$ cat src/rtl/mem_pkg.sv
// mem_pkg: shared access-size and controller-state types for the bram front end.
//   mem_size_t        : access size encoding (3 is illegal and has no name)
//   bram_ctrl_state_t : bram_ctrl FSM states
//   WORD_BYTES, OFF_W : bytes per word and the byte-offset width
package mem_pkg;
   typedef enum logic [1:0] {MEM_B, MEM_H, MEM_W} mem_size_t;
   typedef enum logic [1:0] {S_IDLE, S_RMW, S_RESP} bram_ctrl_state_t;
   localparam int WORD_BYTES = 4;
   localparam int OFF_W = $clog2(WORD_BYTES);
endpackage

$ cat src/rtl/bram_lane_align.sv
// bram_lane_align: combinational load lane extract/extend and store lane merge.
//   rd_word     : word read from the bram
//   off, size   : byte offset inside the word and access size
//   is_unsigned : zero-extend loads when 1, sign-extend when 0
//   wdata       : right-aligned store data
//   ld_data     : extended load result
//   st_word     : rd_word with the addressed lane(s) replaced by wdata
module bram_lane_align
   import mem_pkg::*;
(
   input  logic [31:0]      rd_word,
   input  logic [OFF_W-1:0] off,
   input  logic [1:0]       size,
   input  logic             is_unsigned,
   input  logic [31:0]      wdata,
   output logic [31:0]      ld_data,
   output logic [31:0]      st_word
);
   logic [OFF_W+2:0] sh;
   logic [31:0]      lane;
   logic [31:0]      mask;
   always_comb begin
      sh      = {off, 3'b000};
      lane    = rd_word >> sh;
      mask    = (size == MEM_B) ? 32'h0000_00FF : (size == MEM_H) ? 32'h0000_FFFF : 32'hFFFF_FFFF;
      ld_data = (size == MEM_B) ? {{24{lane[7] & ~is_unsigned}}, lane[7:0]} :
                (size == MEM_H) ? {{16{lane[15] & ~is_unsigned}}, lane[15:0]} : rd_word;
      st_word = (rd_word & ~(mask << sh)) | ((wdata & mask) << sh);
   end
endmodule

$ cat src/rtl/bram_ctrl.sv
// bram_ctrl: valid/ready load/store front end for a single-port bram.
//   req_*  : request port (byte address, store/load, size, extension, data)
//   resp_* : response port (extended load data, error flag)
//   mem_*  : bram port (word index, write strobe, write word, comb read word)
// Loads, word stores and errors answer one cycle after the handshake; byte and
// half stores spend one extra RMW cycle merging into the old word.
module bram_ctrl
   import mem_pkg::*;
#(
   parameter int DATA_WIDTH = 32,
   parameter int CAPACITY   = 1024,
   parameter int ADDR_WIDTH = $clog2((CAPACITY << 3) / DATA_WIDTH)
) (
   input  logic                  clk,
   input  logic                  rst,
   input  logic                  req_valid,
   output logic                  req_ready,
   input  logic [31:0]           req_addr,
   input  logic                  req_wen,
   input  logic [1:0]            req_size,
   input  logic                  req_unsigned,
   input  logic [31:0]           req_wdata,
   output logic                  resp_valid,
   input  logic                  resp_ready,
   output logic [31:0]           resp_rdata,
   output logic                  resp_err,
   output logic [ADDR_WIDTH-1:0] mem_addr,
   output logic                  mem_wen,
   output logic [31:0]           mem_din,
   input  logic [31:0]           mem_dout
);
   bram_ctrl_state_t      state_q, state_d;
   logic [31:0]           rdata_q, rdata_d;
   logic                  err_q, err_d;
   logic [ADDR_WIDTH-1:0] idx_q, idx_d;
   logic [OFF_W-1:0]      off_q, off_d;
   logic [1:0]            size_q, size_d;
   logic [31:0]           wdata_q, wdata_d;
   logic                  rmw, hs, bad;
   logic [OFF_W-1:0]      req_off, al_off;
   logic [1:0]            al_size;
   logic [31:0]           al_wdata, ld_data, st_word;

   // In RMW the aligner works on the latched request, otherwise on the live one.
   assign rmw      = state_q == S_RMW;
   assign req_off  = req_addr[OFF_W-1:0];
   assign al_off   = rmw ? off_q : req_off;
   assign al_size  = rmw ? size_q : req_size;
   assign al_wdata = rmw ? wdata_q : req_wdata;

   bram_lane_align u_align (
      .rd_word     (mem_dout),
      .off         (al_off),
      .size        (al_size),
      .is_unsigned (req_unsigned),
      .wdata       (al_wdata),
      .ld_data     (ld_data),
      .st_word     (st_word)
   );

   always_comb begin
      hs      = req_valid && state_q == S_IDLE;
      bad     = req_size == 2'd3 || (req_size == MEM_H && req_addr[0]) ||
                (req_size == MEM_W && req_off != '0) || req_addr >= 32'(CAPACITY);
      state_d = state_q;
      rdata_d = rdata_q;
      err_d   = err_q;
      idx_d   = idx_q;
      off_d   = off_q;
      size_d  = size_q;
      wdata_d = wdata_q;
      if (hs) begin
         state_d = (!bad && req_wen && req_size != MEM_W) ? S_RMW : S_RESP;
         err_d   = bad;
         rdata_d = (bad || req_wen) ? '0 : ld_data;
         idx_d   = req_addr[ADDR_WIDTH+1:2];
         off_d   = req_off;
         size_d  = req_size;
         wdata_d = req_wdata;
      end else if (rmw) begin
         state_d = S_RESP;
      end else if (state_q == S_RESP && resp_ready) begin
         state_d = S_IDLE;
      end
      // rst masks the strobe so a reset in RMW leaves memory untouched.
      mem_wen    = !rst && (rmw || (hs && !bad && req_wen && req_size == MEM_W));
      mem_addr   = rmw ? idx_q : req_addr[ADDR_WIDTH+1:2];
      mem_din    = st_word;
      req_ready  = state_q == S_IDLE;
      resp_valid = state_q == S_RESP;
      resp_rdata = rdata_q;
      resp_err   = err_q;
   end

   always_ff @(posedge clk) begin
      if (rst) begin
         state_q <= S_IDLE;
         rdata_q <= '0;
         err_q   <= 1'b0;
         idx_q   <= '0;
         off_q   <= '0;
         size_q  <= '0;
         wdata_q <= '0;
      end else begin
         state_q <= state_d;
         rdata_q <= rdata_d;
         err_q   <= err_d;
         idx_q   <= idx_d;
         off_q   <= off_d;
         size_q  <= size_d;
         wdata_q <= wdata_d;
      end
   end
endmodule

$ cat config.mk
export PLATFORM = sky130hd
export DESIGN_NAME = bram_ctrl
export DESIGN_NICKNAME = d
export VERILOG_FILES = /design/src/rtl/mem_pkg.sv /design/src/rtl/bram_lane_align.sv /design/src/rtl/bram_ctrl.sv
export SDC_FILE = /design/constraint.sdc
export NUM_CORES = 1
export LEC_CHECK = 0
export ABC_AREA = 1
export CAP_MARGIN = 20
export CORE_MARGIN = 5
export CORE_UTILIZATION = 50
export DETAILED_ROUTE_END_ITERATION = 8
export GPL_TIMING_DRIVEN = 0
export HOLD_SLACK_MARGIN = 0.08
export PLACE_DENSITY_LB_ADDON = 0.1
export REMOVE_ABC_BUFFERS = 1
export SLEW_MARGIN = 15
export SYNTH_ARGS = -nofsm -noshare
export SYNTH_HDL_FRONTEND = slang
export SYNTH_HIERARCHICAL = 1
export SYNTH_SLANG_ARGS = --single-unit
$ cat constraint.sdc
create_clock -name clk -period 3.6 [get_ports clk]
set_input_delay 0.72 -clock clk [delete_from_list [all_inputs] [get_ports clk]]
set_output_delay 0.72 -clock clk [all_outputs]
set_load 0.02 [all_outputs]
# Word level (Yosys, flattened, before mapping)
# Cells that the tools add are included.
# word_totals
regBits	79
inputBits	104
output_inout_bits	76
# op_classes
shifts	3
n_lt_le_gt_ge	1
n_mux	13
eq_ne	7
bitwise	7
reduce_logical	21
# ops
cell	count
2-to-1 mux 32 bit	6
AND 32 bit	2
left shift 32 x 5 -> 32 bit	2
>= comparator 32 x 11 -> 1 bit, second input constant	1
inverter 32 bit	1
bitwise OR 32 bit	1
>> shifter 32 x 5 -> 16 bit	1
2-to-1 mux 2 bit	6
logical AND 1 bit	10
2-to-1 mux 8 bit	1
equality test 2 x 1 -> 1 bit, second input constant	3
equality test 2 bit, second input constant	3
logical OR 1 bit	5
zero test 2 bit	2
nonzero test 3 bit	1
AND 1 bit	2
zero test 1 bit	2
inequality test 2 bit, second input constant	1
nonzero test 2 bit	1
inverter 1 bit	1

# Longest topological paths before layout
# logic_depth
word_depth	11
mapped_depth	15
ltp_nobuf	13

# Hierarchy
# Netlist, hierarchy kept.
# by_module_without_submodules
module	seq_area_each_um2	cells_per_inst	area_per_inst_um2	instances
bram_ctrl	1581.5	454	3748.6	1
bram_lane_align	0.0	351	1626.6	1

# Worst setup path after synthesis
# Ideal clock, no wire load.
# synth_path
path_kind	register to output
startpoint	reg state_q[1]
endpoint	out mem_din[0]
t_arrival_ns	2.018
t_required_ns	2.880
slack_ns	0.862
stages_incl_launch_ff	9
path_cell_list	dfxtp_1 inv_2 nand2_1 buf_2 mux2_2 inv_2 nand2_2 buf_2 o21ai_0
# synth_via
word_cells_on_any_way	14
# synth_rtl
item	line	text
start, declared	bram_ctrl.sv:32	bram_ctrl_state_t state_q, state_d;
start signal, assigned	bram_ctrl.sv:105	state_q <= state_d;
equality test 2 x 1 -> 1 bit *	bram_ctrl.sv:45	assign rmw = state_q == S_RMW;
2-to-1 mux 2 bit *	bram_ctrl.sv:47	assign al_off = rmw ? off_q : req_off;
via al_off[1]	bram_ctrl.sv:40	logic [OFF_W-1:0] req_off, al_off;
left shift 32 x 5 -> 32 bit	bram_lane_align.sv:28	st_word = (rd_word & ~(mask << sh)) | ((wdata & mask) << sh);
inverter 32 bit	bram_lane_align.sv:28	
AND 32 bit	bram_lane_align.sv:28	
bitwise OR 32 bit *	bram_lane_align.sv:28	
end, declared	bram_ctrl.sv:29	output logic [31:0] mem_din,
# Mark *: on every way through the listed nets, which the timed path passes. The rest lies on a longest branch.

# Worst setup path after layout
# layout_path
startpoint	in req_addr[1]
endpoint	out mem_din[26]
# layout_via
elab_chain_len	5
word_cells_on_any_way	6
# layout_rtl
item	line	text
start, declared	bram_ctrl.sv:18	input logic [31:0] req_addr,
2-to-1 mux 2 bit *	bram_ctrl.sv:47	
via al_off[1]	bram_ctrl.sv:40	
left shift 32 x 5 -> 32 bit	bram_lane_align.sv:28	
inverter 32 bit	bram_lane_align.sv:28	
AND 32 bit	bram_lane_align.sv:28	
bitwise OR 32 bit *	bram_lane_align.sv:28	
# Marked as above.

==> results_dict.tcl <==
set metrics [dict create \
    status "complete, no violations" \
    synth_area_leaders "dfxtp_1 (29%), nand2_1 (14%), nor2_1 (8.7%)" \
    clk_pin_slew_ns 0.08 \
    boundaryPins 180 \
    drv_slew 0 \
    cts.sinks 79 \
    routed_wl_um 19500 \
    drcViolationCount 0 \
    diodes 0 \
    vdd.ir_drop.worst_uv 179 \
    path_buf_inv 3 \
    cpLargestDelayFamily "buffers and inverters" \
    critical_path.cell_chain "clkdlybuf4s50_1, mux2_4, inv_6, nand2_4, nor2_4, a21oi_1, nand3_1, clkdlybuf4s15_2" \
    ys.flop_type "dfxtp_1" \
    fp-row-count 37 \
    min_from "resp_rdata[22]" \
    grt_max_degree 46 \
    synth_cell_types 27 \
    fmax_ghz 0.284 \
    powerDensity_mw_per_mm2 296 \
    worst_pin_slew_ns 0.855 \
    chipWidth_um 114 \
    portBuffers 179 \
    p_leak_nw 3.15 \
    grt_util_all_layers_pct 29.1 \
    syn2layout_area_growth_pct 40.9 \
    first_pass_iters 6 \
    grt_pass1_vias 6310 \
    dp_hpwl_um 13300 \
    core_mm2 0.0104 \
    start_util_pct 51.6 \
    htreeDepth 3 \
    skew_ns 0.00651 \
    crit_slowest_cell "clkdlybuf4s50_1" \
    hold_viol 0 \
    grt_overflow 0 \
    yosysSeqAreaShare_pct 29.4 \
    period_needed_ns 3.52 \
    yosysWarningCount 6 \
    rsz0062_at_grt "no" \
    synth_cells 805 \
    startpoint_type "input port" \
    finalCritPeriodShare_pct 97.9 \
    clockBufferDepth 2 \
    yosys.area.top_type "dfxtp_1" \
    max_cap_viol_count 0 \
    yosysMostFrequentCell "nand2_1" \
    synthTopCellsByCount "nand2_1 (206), nor2_1 (125), nand3_1 (82)" \
    fin_nets 1066 \
    instances_no_fill 1103 \
    vias 6319 \
    ys_seq_elements 79 \
    cts_buffers 9 \
    required_ns 2.88 \
    ys_async_sr_fraction_pct 0 \
    max_stage_delay_ns 0.54 \
    drive_above_1_share_pct 18.4 \
    utilization_pct 72.7 \
    clkLatencyLatePin_ns 0.36 \
    worstPathArrival_ns 2.80 \
    avgViaCountPerCell 5.73 \
    drt_iter0_drc 653 \
    worstPathMaxFanout 19 \
    fin_tns_setup_ns 0 \
    wl_per_cell_um 17.7 \
    end_kind "output port" \
    timing.rr.start "state_q[1]" \
    hold_class "reg2reg" \
    tritoncts "yes" \
    die_h_um 114 \
    synth_top_area_share_pct 29.4 \
    synth-edff-count 0 \
    slew_headroom_pct 43.0 \
    design_area_mm2 0.00757 \
    syn_area_per_cell_um2 6.68 \
    die_area_mm2 0.0129 \
    setup_viol 0 \
    numPlacedInstances 1072 \
    clock-root-buffer "clkbuf_8" \
    placed_cell_area_mm2 0.00714 \
    grt_pass1_wl_um 30500 \
    synth_area_mm2 0.00538 \
    crit_type "in2out" \
    crit_start "req_addr[1]" \
    antenna_found_initial 0 \
    ant_nets 0 \
    gp_congestion 0.900 \
]
-- cell usage in the layout (no fill, tap or decap), drive strengths merged, types with 8 or more instances in the layout --
cell           synthesis  routed
mux2                  39      40
nor2                 132     135
nand3                119     119
clkdlybuf4s50          0     146
clkdlybuf4s15          0      16
nand4                  8       8
inv                   35      35
nand2                213     214
a21oi                 61      61
o21ai                 63      63
buf                   28      15
dfxtp                 79      79
clkbuf                24      12
dlygate4sd2            0      11
-- repair_timing --
action,4_1_cts,5_1_grt
gates cloned,3,2
resized for setup,76,14
hold buffers,0,0
setup endpoints to repair,33,29
pin swaps,6,3
buffers inserted,4,5
-- cells by family after synthesis --
group	after synthesis	share of synthesized area, %
compound gates	126	13.1
simple gates	474	41.5
flops	79	29.4
mux	39	8.17
buf+inv	87	7.87
-- final cells by class --
type / count / area [µm²]
Multi-Input combinational cell: 644 / 3510
Clock inverter: 5 / 42.5
Clock buffer: 11 / 141
Timing Repair Buffer: 193 / 1980
Sequential cell: 79 / 1590
Inverter: 35 / 149
Tap cell: 136 / 170
Fill cell: 889 / 2840
-- stage by stage --
stage / power, mW / setup slack [ns] / hold slack (ns)
floorplan: 1.27 / -1.43 / 0.464
global placement: 1.57 / -3.69 / 0.454
detailed placement: 1.60 / -0.985 / 0.456
CTS: 2.24 / 0.00458 / 0.468
global route: 2.35 / 0.0100 / 0.483
finish: 2.24 / 0.0752 / 0.467
-- per-layer routing --
| metal | track usage, % | share of wire, % | wire length [µm] | vias up |
|---|---|---|---|---|
| met5 | 0 | 0 | 0 | - |
| met4 | 9.13 | 1.7 | 338 | 0 |
| met3 | 6.95 | 9.8 | 1910 | 37 |
| met2 | 49.9 | 48 | 9340 | 344 |
| met1 | 36.0 | 41 | 7930 | 2954 |
| li1 | - | - | - | 2984 |
-- path summary, 6_finish.rpt --
path,end,slack (ns),cells past startpoint
hold reg to reg,resp_rdata[22],0.47,2
setup reg to reg,resp_rdata[30],1.07,13
setup / recovery,mem_din[26],0.08,8
hold / removal,resp_rdata[22],0.47,2
-- power by group --
group | internal [mW] | switching, mW | leakage (nW) | total, mW
clock | 0.276 | 0.360 | 0.0901 | 0.636
combinational | 0.280 | 0.387 | 2.42 | 0.667
sequential | 0.916 | 0.0223 | 0.648 | 0.938
total | 1.47 | 0.769 | 3.15 | 2.24
-- worst reg2reg max path, cell delays in order, from the launching register on --
cell and delay [ns]:
dfxtp_1 0.35, inv_4 0.14, nand2_8 0.15, buf_16 0.21, nor2_2 0.14, a21oi_4 0.05
clkbuf_16 0.20, inv_6 0.16, nand2_8 0.13, nor2_1 0.14, nand2_2 0.31, nand3_1 0.23
nand3_2 0.09, a21oi_2 0.15
-- sequential cells by signal, indices dropped and copies added (netlist names) --
register,count
resp_err,1
off_q,2
wdata_q,32
size_q,2
state_q,2
idx_q,8
resp_rdata,32
No activity file was read; power rests on OpenSTA's default activity.
